$ cat config.mk
export PLATFORM = sky130hd
export DESIGN_NAME = mux2_4_arbiter_flat
export DESIGN_NICKNAME = d
export VERILOG_FILES = /design/src/rtl/mux2_4_arbiter_if.sv /design/src/rtl/mux2_4_arbiter.sv /design/src/flat_wrapper.sv
export SDC_FILE = /design/constraint.sdc
export NUM_CORES = 1
export LEC_CHECK = 0
export CAP_MARGIN = 20
export CORE_ASPECT_RATIO = 1.25
export CORE_MARGIN = 2
export CORE_UTILIZATION = 40
export CTS_BUF_LIST = sky130_fd_sc_hd__clkbuf_16
export DETAILED_ROUTE_END_ITERATION = 8
export DONT_BUFFER_PORTS = 1
export HOLD_SLACK_MARGIN = 0.06
export PLACE_DENSITY = 0.59
export RECOVER_POWER = 50
export SLEW_MARGIN = 20
export SYNTH_ARGS = -nofsm -noshare
export SYNTH_HDL_FRONTEND = slang
export SYNTH_SLANG_ARGS = --single-unit
$ cat constraint.sdc
create_clock -name clk -period 2.55 [get_ports clk]
set_input_delay 0.1275 -clock clk [delete_from_list [all_inputs] [get_ports clk]]
set_output_delay 0.1275 -clock clk [all_outputs]
set_load 0.01 [all_outputs]
$ cat src/rtl/mux2_4_arbiter_if.sv
// Handshake bundle between two producers, the arbiter and one consumer.
interface mux2_4_arbiter_if #(
  parameter int unsigned WIDTH = 4
);
  logic             req_a;
  logic [WIDTH-1:0] data_a;
  logic             ack_a;
  logic             req_b;
  logic [WIDTH-1:0] data_b;
  logic             ack_b;
  logic             sel;
  logic [WIDTH-1:0] out_data;
  logic             out_valid;
  logic             out_ready;
  logic [1:0]       owner;

  // Producer/consumer side of the bundle.
  modport master (
    output req_a, data_a, req_b, data_b, out_ready,
    input  ack_a, ack_b, sel, out_data, out_valid, owner
  );

  // Arbiter side of the bundle.
  modport slave (
    input  req_a, data_a, req_b, data_b, out_ready,
    output ack_a, ack_b, sel, out_data, out_valid, owner
  );
endinterface

$ cat src/rtl/mux2_4_arbiter.sv
// Two-requester round-robin arbiter with burst limit feeding a registered
// single-entry output stage with valid/ready handshake.
module mux2_4_arbiter #(
  parameter int unsigned WIDTH     = 4,
  parameter int unsigned MAX_BURST = 3
) (
  input logic             clk,
  input logic             reset,
  mux2_4_arbiter_if.slave bus
);

  localparam int unsigned CNT_W = $clog2(MAX_BURST + 1);
  localparam logic [CNT_W-1:0] BURST_MAX = CNT_W'(MAX_BURST);

  typedef enum logic [1:0] {
    OWN_IDLE = 2'b00,
    OWN_A    = 2'b01,
    OWN_B    = 2'b10
  } owner_e;

  typedef enum logic {
    SRC_A = 1'b0,
    SRC_B = 1'b1
  } src_e;

  owner_e           owner_q, owner_d;
  src_e             last_grant_q, last_grant_d;
  logic [CNT_W-1:0] burst_cnt_q, burst_cnt_d;
  logic             sel_q, sel_d;
  logic             out_valid_q, out_valid_d;
  logic [WIDTH-1:0] out_data_q, out_data_d;

  logic load_en;
  logic owner_active;
  logic grant_a;
  logic grant_b;

  // Grant decision: only when the output slot is free; reset suppresses acks.
  always_comb begin
    load_en      = !out_valid_q || bus.out_ready;
    owner_active = (owner_q == OWN_A) || (owner_q == OWN_B);
    grant_a      = 1'b0;
    grant_b      = 1'b0;
    if (load_en && !reset) begin
      if (bus.req_a && !bus.req_b) begin
        grant_a = 1'b1;
      end else if (bus.req_b && !bus.req_a) begin
        grant_b = 1'b1;
      end else if (bus.req_a && bus.req_b) begin
        if (owner_active && (burst_cnt_q < BURST_MAX)) begin
          // Owner keeps the bus until its burst allowance is used up.
          grant_a = (owner_q == OWN_A);
          grant_b = (owner_q == OWN_B);
        end else begin
          // Round-robin: hand the bus to whoever did not win last.
          grant_a = (last_grant_q == SRC_B);
          grant_b = (last_grant_q == SRC_A);
        end
      end
    end
  end

  // Next-state for owner, burst counter, select and output stage.
  always_comb begin
    owner_d      = owner_q;
    last_grant_d = last_grant_q;
    burst_cnt_d  = burst_cnt_q;
    sel_d        = sel_q;
    out_valid_d  = out_valid_q;
    out_data_d   = out_data_q;
    if (grant_a || grant_b) begin
      owner_d      = grant_b ? OWN_B : OWN_A;
      last_grant_d = grant_b ? SRC_B : SRC_A;
      sel_d        = grant_b;
      out_valid_d  = 1'b1;
      out_data_d   = grant_b ? bus.data_b : bus.data_a;
      if (owner_q == owner_d) begin
        // Same source again: count up, saturating at the burst limit.
        burst_cnt_d = (burst_cnt_q < BURST_MAX) ? burst_cnt_q + CNT_W'(1) : BURST_MAX;
      end else begin
        burst_cnt_d = CNT_W'(1);
      end
    end else if (load_en) begin
      // Slot free and nobody asking: release ownership, retire any taken item.
      owner_d     = OWN_IDLE;
      out_valid_d = 1'b0;
    end
  end

  // State and output registers.
  always_ff @(posedge clk or posedge reset) begin
    if (reset) begin
      owner_q      <= OWN_IDLE;
      last_grant_q <= SRC_B;
      burst_cnt_q  <= '0;
      sel_q        <= 1'b0;
      out_valid_q  <= 1'b0;
      out_data_q   <= '0;
    end else begin
      owner_q      <= owner_d;
      last_grant_q <= last_grant_d;
      burst_cnt_q  <= burst_cnt_d;
      sel_q        <= sel_d;
      out_valid_q  <= out_valid_d;
      out_data_q   <= out_data_d;
    end
  end

  assign bus.ack_a     = grant_a;
  assign bus.ack_b     = grant_b;
  assign bus.sel       = sel_q;
  assign bus.out_data  = out_data_q;
  assign bus.out_valid = out_valid_q;
  assign bus.owner     = owner_q;

endmodule
$ cat src/flat_wrapper.sv
// flat-port wrapper written by rule: the top's interface ports become plain ports
module mux2_4_arbiter_flat 
#(
  parameter int unsigned WIDTH     = 4,
  parameter int unsigned MAX_BURST = 3
)
  (clk, reset, bus_req_a, bus_data_a, bus_req_b, bus_data_b, bus_out_ready, bus_ack_a, bus_ack_b, bus_sel, bus_out_data, bus_out_valid, bus_owner);
  mux2_4_arbiter_if #(.WIDTH(WIDTH)) bus_i ();
  input logic clk;
  input logic reset;
  input wire logic [$bits(bus_i.req_a)-1:0] bus_req_a;
  input wire logic [$bits(bus_i.data_a)-1:0] bus_data_a;
  input wire logic [$bits(bus_i.req_b)-1:0] bus_req_b;
  input wire logic [$bits(bus_i.data_b)-1:0] bus_data_b;
  input wire logic [$bits(bus_i.out_ready)-1:0] bus_out_ready;
  output wire logic [$bits(bus_i.ack_a)-1:0] bus_ack_a;
  output wire logic [$bits(bus_i.ack_b)-1:0] bus_ack_b;
  output wire logic [$bits(bus_i.sel)-1:0] bus_sel;
  output wire logic [$bits(bus_i.out_data)-1:0] bus_out_data;
  output wire logic [$bits(bus_i.out_valid)-1:0] bus_out_valid;
  output wire logic [$bits(bus_i.owner)-1:0] bus_owner;
  assign bus_i.req_a = bus_req_a;
  assign bus_i.data_a = bus_data_a;
  assign bus_i.req_b = bus_req_b;
  assign bus_i.data_b = bus_data_b;
  assign bus_i.out_ready = bus_out_ready;
  assign bus_ack_a = bus_i.ack_a;
  assign bus_ack_b = bus_i.ack_b;
  assign bus_sel = bus_i.sel;
  assign bus_out_data = bus_i.out_data;
  assign bus_out_valid = bus_i.out_valid;
  assign bus_owner = bus_i.owner;
  mux2_4_arbiter #(.WIDTH(WIDTH), .MAX_BURST(MAX_BURST)) u_core (.clk(clk), .reset(reset), .bus(bus_i));
endmodule
-- Yosys cells after proc, flatten, opt, wreduce, memory -nomap -nowiden
Cells that the tools add are included.
W data, S select, Z words.
- input bits: 13
- flip-flop bits (word level): 11
- add/sub/neg operators: 1
- mux-type cells: 19
- $lt $le $gt $ge: 1
- bitwise gates (word level): 1
- reductions and logical operators: 13
- eq/ne operators: 3
- operator list (kind ; number):
    $mux W1 ; 13
    $mux W2 ; 5
    $logic_and A1 B1 Y1 ; 5
    $logic_not A1 Y1 ; 4
    $mux W4 ; 1
    $logic_or A1 B1 Y1 ; 3
    $add A2 B1 Y2 const B ; 1
    $eq A2 B1 Y1 const B ; 1
    $eq A2 B2 Y1 ; 1
    $eq A2 B2 Y1 const B ; 1
    $lt A2 B2 Y1 const B ; 1
    $reduce_bool A2 Y1 ; 1
    $not A1 Y1 ; 1

-- Depth between registers and ports, before layout
Gate-level depths: netlist of the first run.
- word-level depth: 11
- depth in mapped cells: 7
- depth with buffers taken out: 7

-- Worst setup path after synthesis of the first run
Ideal clock, no wire load.
- kind: flip-flop to flip-flop
- start point: register u_core.owner_q[0] (netlist: u_core.bus.owner[0])
- end point: register u_core.burst_cnt_q[0]
- library setup time: 0.123 ns
- cell stages (with the launch flop): 7
- arrival time: 1.721 ns
- required time: 2.427 ns
- path slack: 0.707 ns
- path through: dfrtp_1 > inv_1 > ha_1 > a21oi_4 > mux2i_4 > nand4_1 > o221a_1
- longest elaborated chain between the ends: 11
- RTL lines (what ; line ; text):
    from (decl) ; mux2_4_arbiter.sv:26 ; owner_e owner_q, owner_d;
    from (signal assigned) ; mux2_4_arbiter.sv:100 ; owner_q <= owner_d;
    $eq A2 B1 Y1 / $eq A2 B2 Y1 (equally long branches) ; mux2_4_arbiter.sv:41, mux2_4_arbiter.sv:52, mux2_4_arbiter.sv:53 ;
    $logic_or A1 B1 Y1 ; mux2_4_arbiter.sv:41 ; owner_active = (owner_q == OWN_A) || (owner_q == OWN_B);
    $logic_and A1 B1 Y1 ; mux2_4_arbiter.sv:50 ; if (owner_active && (burst_cnt_q < BURST_MAX)) begin
    $mux W1 ; mux2_4_arbiter.sv:50 ;
    $mux W1 ; mux2_4_arbiter.sv:49 ; end else if (bus.req_a && bus.req_b) begin
    $mux W1 ; mux2_4_arbiter.sv:47 ; end else if (bus.req_b && !bus.req_a) begin
    $mux W1 ; mux2_4_arbiter.sv:45 ; if (bus.req_a && !bus.req_b) begin
    $mux W1 ; mux2_4_arbiter.sv:44 ; if (load_en && !reset) begin
    $mux W2 ; mux2_4_arbiter.sv:72 ; owner_d = grant_b ? OWN_B : OWN_A;
    $eq A2 B2 Y1 ; mux2_4_arbiter.sv:77 ; if (owner_q == owner_d) begin
    $mux W2 ; mux2_4_arbiter.sv:77 ;
    to (signal assigned) ; mux2_4_arbiter.sv:102 ; burst_cnt_q <= burst_cnt_d;
    to (decl) ; mux2_4_arbiter.sv:28 ; logic [CNT_W-1:0] burst_cnt_q, burst_cnt_d;
Several ways; a longest one is shown, not always the timed one.
A chain may end at the register's enable or synchronous reset.

-- Final worst setup path of the first run
- start point: register u_core.owner_q[0] (netlist: u_core.bus.owner[0])
- end point: output bus_ack_a
- longest elaborated chain between the ends: 8
- RTL lines (what ; line ; text):
    $eq A2 B1 Y1 / $eq A2 B2 Y1 (equally long branches) ; mux2_4_arbiter.sv:41, mux2_4_arbiter.sv:52 ;
    $logic_or A1 B1 Y1 ; mux2_4_arbiter.sv:41 ;
    $logic_and A1 B1 Y1 ; mux2_4_arbiter.sv:50 ;
    $mux W1 * ; mux2_4_arbiter.sv:50 ;
    $mux W1 * ; mux2_4_arbiter.sv:49 ;
    $mux W1 * ; mux2_4_arbiter.sv:47 ;
    $mux W1 * ; mux2_4_arbiter.sv:45 ;
    $mux W1 * ; mux2_4_arbiter.sv:44 ;
    to (decl) ; flat_wrapper.sv:16 ; output wire logic [$bits(bus_i.ack_a)-1:0] bus_ack_a;
Every way passes the cells marked *; elsewhere a longest branch is shown, timed or not.

==> results of run 1 <==
per-layer routing:
metal  up-vias  routed length, um
met1       276                702
met2        19                796
li1        282                  -
met3         3                121
met5         -                  0
met4         0                 31
synth_stat cells, drive strengths merged:
cell	n	area (um^2)
dfrtp	10	250.2
nand3	6	30.03
nor2b	6	37.54
o21ai	6	30.03
inv	5	21.27
a31oi	4	25.02
nand2	4	22.52
nor2	4	15.01
nor3	4	20.02
and2	3	18.77
mux2i	3	46.29
nand4	3	18.77
a21o	2	15.01
ha	2	25.02
mux2	2	26.27
o22ai	2	18.77
a21oi	1	16.27
a41oi	1	8.760
clkbuf	1	3.750
dfstp	1	26.28
nand2b	1	6.260
o221a	1	11.26
o311a	1	10.01
metrics by stage:
step                      util [%]  cell area [um^2]  hold WS, ps  cells  setup slack (ps)
after floorplan                  -             703.2       -20.78     73             706.6
after global placement       45.08             721.9        47.05     90             536.5
after detailed placement     45.08             721.9        41.37     90             524.4
after CTS                    51.88             830.8        67.14     97             323.3
after global routing         51.88             830.8        74.18     97             190.6
final                        51.88             830.8        66.88     97             343.9
worst min path at each step:
| stage | slack, ps | startpoint | to | depth (start not counted) |
|---|---|---|---|---|
| 6_report | 70 | bus_data_a[0] | u_core.bus.out_data[0] | 2 |
| 3_5_place_dp | 40 | reset | u_core.bus.out_data[2] | 1 |
| 5_1_grt | 70 | bus_data_a[0] | u_core.bus.out_data[0] | 2 |
| 4_1_cts | 70 | bus_data_a[0] | u_core.bus.out_data[0] | 2 |
| 3_3_place_gp | 50 | reset | u_core.bus.out_data[3] | 1 |
| 2_1_floorplan | -20 | reset | u_core.burst_cnt_q[0] | 1 |
power by group:
group | total [mW] | leakage, nW | switching [mW] | internal, mW
logic | 0.313 | 0.173 | 0.175 | 0.137
clock network | 0.280 | 0.0423 | 0.0747 | 0.205
registers | 0.355 | 0.128 | 0.100 | 0.255
placed cells by master, fill, tap and decap left out, drive strengths merged:
cell | synthesis | routed
a21o | 2 | 2
a21oi | 1 | 1
a31oi | 4 | 4
a41oi | 1 | 1
and2 | 3 | 3
clkbuf | 1 | 3
dfrtp | 10 | 10
dfstp | 1 | 1
dlygate4sd3 | 0 | 3
ha | 2 | 2
inv | 5 | 6
mux2 | 2 | 2
mux2i | 3 | 3
nand2 | 4 | 4
nand2b | 1 | 1
nand3 | 6 | 6
nand4 | 3 | 3
nor2 | 4 | 4
nor2b | 6 | 6
nor3 | 4 | 4
o21ai | 6 | 6
o221a | 1 | 1
o22ai | 2 | 2
o311a | 1 | 1
cells by family (layout without fill, tap and decap cells):
kind of cell    after synthesis  after routing
fa+ha+maj                     2              2
mux                           5              5
simple gates                 31             31
compound gates               18             18
flops                        11             11
buf+inv                       6             12
registers in the layout, summed over array words and instances, names as in the netlist:
register	flops
u_core.bus.sel	1
u_core.bus.out_data	4
u_core.burst_cnt_q	2
u_core.bus.owner	2
u_core.last_grant_q	1
u_core.bus.out_valid	1
worst reg2reg max path: stages, from the launching register on:
cell and delay (ps):
dfrtp_1 450, inv_1 120, ha_1 350, a21oi_4 250, mux2i_4 370, nand4_1 140, o221a_1 240
area by class of cell:
class	instances	area (um^2)	area share, %
Multi-Input combinational cell	56	401.6	48.34
Tap cell	18	22.52	2.711
Clock inverter	1	3.754	0.4518
Timing Repair Buffer	3	30.03	3.614
Sequential cell	11	276.5	33.28
Inverter	5	21.27	2.560
Clock buffer	3	75.07	9.036
==> run metrics, run 1 <==
Reg2Reg Depth 6; Nets 95; global-route usage over all layers 17.34%; CP startpoint kind flop; postcts setup bufs 0; layout cell share with drive strength beyond 1 15.19%; status finished clean; Final period util 86.52%; slowest stage delay, CP 450 ps; Relative slew margins 70.71%; Final ANT Viol Nets 0; count of cell types in the netlist 29; grt met2 use 26.82%; RSZ-0062 raised after global routing false; Post-Synth XOR/XNOR Area 0%; # hold bufs at CTS 3; CTS Buffer Depth 2; Synth Area per Inst 9.633 um^2; n_diodes 0; Critical Path RT 2420 ps; area grow syn2layout 18.15%; Clock Skew 0.9396 ps; wirelength, routed 1.651 mm; Num CTS Buffers 3; CP delay by family, top flip-flops; row count 16; CTS tree built; worst vdd ir 0.5900 mV; via count 580; Final min period 2206 ps; GRT Max-Usage Layer met2; cells after synthesis 73; largest family of logic cells by synthesized area simple AND/OR/NAND/NOR gates; Worst-Skew Late Latency 240 ps; Pins Over Slew Limit 0; CTS root buf clkbuf_16; Via density 5.979; RR Endpoint u_core.burst_cnt_q[0]; critical path's most frequent cell inv_1; crit path max-delay cell type dfrtp_1; die span in x 41.50 um; post-synthesis adder-cell area fraction 3.559%; multiplexer share of the synthesized area 10.32%; CP max FO 7; crit path cell chain inv_1, ha_1, a21oi_4, mux2i_4, nand2_1, inv_1; HPWL after detailed placement 1.216 mm; register area share after synthesis 39.32%; Detailed Routing Iterations Pass 1 4; crit path DAT 2080 ps; routability cong. 0.7710; Worst-Margin Slew 438.8 ps; CTS HTree Levels 1; simple-gate portion of the synthesized area 24.02%; Pwr per Cell Area 1141 nW/um^2; max_cap viols 0; Yosys warning total 0; Reg2Reg Setup Slack 520 ps; met3 Use GR 6.007%; IO Pins 23; Sink Count 11; R2R Path Start u_core.bus.owner[0]; Setup crit end bus_ack_a; final hold vios 0; total congestion overflow 0; largest net degree at the start of global routing 12; number of stages on the worst setup path 6; Port Buffer Count 0; f_max 453.3 MHz; endpoints failing setup 0; worst setup path class reg2out; CP Launch Point u_core.bus.owner[0]; CTS clk-pin slew, worst paths 40 ps; # resized after CTS 0; first-pass GRT wire length 2.691 mm; TNS Setup 0 ps; Final Power 0.9482 mW; initial core utilization 43.91%; Compound-Gate Fraction of Synth Area 19.22%; Buf/Inv on CP 2; GRT met1 Usage 20.50%; core area 1602 um^2; initial antenna violation count 0; filler cell count 162; worst min path class in2reg; syn nets 88; Post-Syn Area 703.2 um^2; Seq cells post-synth 11; Critical Path Sink Type primary output; vias in the first global route 587; DR WL/cell 17.02 um; initial DRC count 13; Pleak 0.3430 nW; die area 2111 um^2; DRC 0; Die Y 50.88 um
Note: power is estimated with default switching activity, not from simulation.
==> run 2, diff against run 1 <==
--- a/config.mk
+++ b/config.mk
@@ -9,7 +9,7 @@
 export CORE_ASPECT_RATIO = 1.25
 export CORE_MARGIN = 2
 export CORE_UTILIZATION = 40
-export CTS_BUF_LIST = sky130_fd_sc_hd__clkbuf_16
+export CTS_BUF_LIST = sky130_fd_sc_hd__clkbuf_4 sky130_fd_sc_hd__clkbuf_8 sky130_fd_sc_hd__clkbuf_16
 export DETAILED_ROUTE_END_ITERATION = 8
 export DONT_BUFFER_PORTS = 1
 export HOLD_SLACK_MARGIN = 0.06
==> run 2 against run 1 <==
Effect of this change: critical path depth increased by 2; global-route usage decreased by 0.30 points; combinational power increased by 14%; first-iteration DRC count increased by 31%; utilization increased by 0.31 points; setup slack got worse by 220 ps; cell count increased by 6.2%; count of clock-buffer cells in the layout increased by 1.
==> run metrics, run 2 (synthesis gave the netlist of run 1 again) <==
worst min path class in2reg; Relative slew margins 70.85% (+0.13 points); most common cell after layout, fill and taps aside dfrtp_1; Finished Layout Cells 103 (+6.2%); row count 16 (unchanged); Final period util 95.33% (+8.8 points); f_max 411.4 MHz (-9.2%); Die Y 50.88 um (unchanged); area grow syn2layout 18.86%; largest net degree at the start of global routing 12 (unchanged); DRC 0 (unchanged); CP Launch Point u_core.bus.owner[0]; CTS root buf clkbuf_4; dpl cells 90 (unchanged); IO Pins 23 (unchanged); Worst-Margin Slew 436.8 ps (-2.004 ps); Layout Utilization 52.19% (+0.31 points); RSZ-0062 raised after global routing false; CTS tree built; n_diodes 0 (unchanged); max_cap viols 0 (unchanged); filler cell count 168 (+3.7%); initial DRC count 17 (+4); die span in x 41.50 um (unchanged); Reg2Reg Setup Slack 120 ps (-400 ps); die area 2111 um^2 (unchanged); first-pass GRT wire length 2.725 mm (+1.3%); Sink Count 11 (unchanged); initial core utilization 43.91% (unchanged); initial antenna violation count 0 (unchanged); Detailed Routing Iterations Pass 1 4 (unchanged); Pleak 0.3459 nW (+0.84%); Nets 101 (+6.3%); global-route usage over all layers 17.04% (-0.30 points); wirelength, routed 1.717 mm (+4.0%); Pwr per Cell Area 1012 nW/um^2 (-11%); Final min period 2431 ps (+224.7 ps); R2R Path Start u_core.bus.owner[0]; via count 607 (+4.7%); TNS Setup 0 ps (unchanged); Final ANT Viol Nets 0 (unchanged); Critical Path Sink Type flop; CTS HTree Levels 1 (unchanged); final hold vios 0 (unchanged); crit path DAT 2590 ps (+510 ps); layout cell share with drive strength beyond 1 20.00% (+4.8 points); core area 1602 um^2 (unchanged); RR Endpoint u_core.bus.out_data[3]; routability cong. 0.7710 (unchanged); CTS clk-pin slew, worst paths 70 ps (+30 ps); Critical Path RT 2710 ps (+290 ps); CTS Buffer Depth 2 (unchanged); CP startpoint kind flop; Hold Crit Depth 2 (unchanged); DR WL/cell 16.67 um (-2.1%); HPWL after detailed placement 1.216 mm (unchanged); vias in the first global route 584 (-0.51%); endpoints failing setup 0 (unchanged); status finished clean; worst vdd ir 0.5286 mV (-10%); Pins Over Slew Limit 0 (unchanged); max reg flops 4 (unchanged); Port Buffer Count 0 (unchanged); Num CTS Buffers 3 (unchanged); Via density 5.893 (-1.4%); total congestion overflow 0 (unchanged); Place WS 524.4 ps (unchanged); Placed Area 721.9 um^2 (unchanged); Worst-Skew Late Latency 280 ps (+40 ps); fin area 835.8 um^2 (+0.60%); Clock Skew 3.392 ps (+2.452 ps); Hold Path Sink u_core.bus.out_data[2]; hold_sp bus_data_b[2]; CP max FO 5 (-2); Reg2Reg Depth 8 (+2); worst setup path class reg2reg; Final Worst Setup Slack 119.2 ps (-224.7 ps); commonest non-fill, non-tap cells in the layout dfrtp_1, nor2b_1, o21ai_0, nand3_1, dlygate4sd3_1; FF/Latch Area 277.8 um^2 (+0.45%); area of the multi-input gates 401.6 um^2 (unchanged)
## run 2: changes by cell type in the layout (fill, tap and decap cells not counted), sizes merged
cell,previous run,this run
buf,0,3
clkbuf,3,4
dlygate4sd3,3,6
inv,6,5
## run 2: through the flow
step	hold slack, ps	power (mW)
after detailed placement	41.37	0.6649
after global routing	62.80	0.8987
final	57.30	0.8457
after CTS	60.96	0.8171
after floorplan	-20.78	0.5948
after global placement	47.05	0.6638
## run 2: worst max-delay path by stage
stage	to
CTS	u_core.bus.out_data[3]
detailed placement	u_core.burst_cnt_q[0]
global route	u_core.bus.out_data[3]
finish	u_core.bus.out_data[3]
global placement	u_core.bus.sel
floorplan	u_core.burst_cnt_q[0]
## run 2: where the power goes
part | switching [mW] | internal (mW) | total (mW)
Clock | 0.0618 | 0.0715 | 0.133
Sequential | 0.101 | 0.255 | 0.356
Combinational | 0.185 | 0.172 | 0.357
Total | 0.347 | 0.498 | 0.846
## run 2: cell type report
| class | instances | share of cell area, % |
|---|---|---|
| inverters | 5 | 2.545 |
| multi-input cells | 56 | 48.05 |
| repair buffers | 9 | 9.880 |
| well taps | 18 | 2.695 |
| flip-flops and latches | 11 | 33.23 |
| clock buffers | 4 | 3.593 |
## run 2: worst max-delay path, stage by stage (launching register included)
cell and delay [ps]:
dfrtp_2 420, inv_1 100, ha_1 350, a21oi_4 170, buf_4 140, mux2_4 330
nor3_1 180, a31oi_1 60, dlygate4sd3_1 560
## run 2: timing repair
action / CTS / global route
setup buffers: 0 / 3
setup endpoints to repair: 0 / 1
gates resized for setup: 0 / 1
hold buffers: 6 / 0
endpoints found under the hold margin: 14 / 0
## run 2: per-layer routing
layer / share of wire (%) / track usage [%]
met1: 44 / 21.17
met2: 49 / 28.13
met3: 5.1 / 3.534
met4: 2.0 / 8.065
met5: 0 / 0
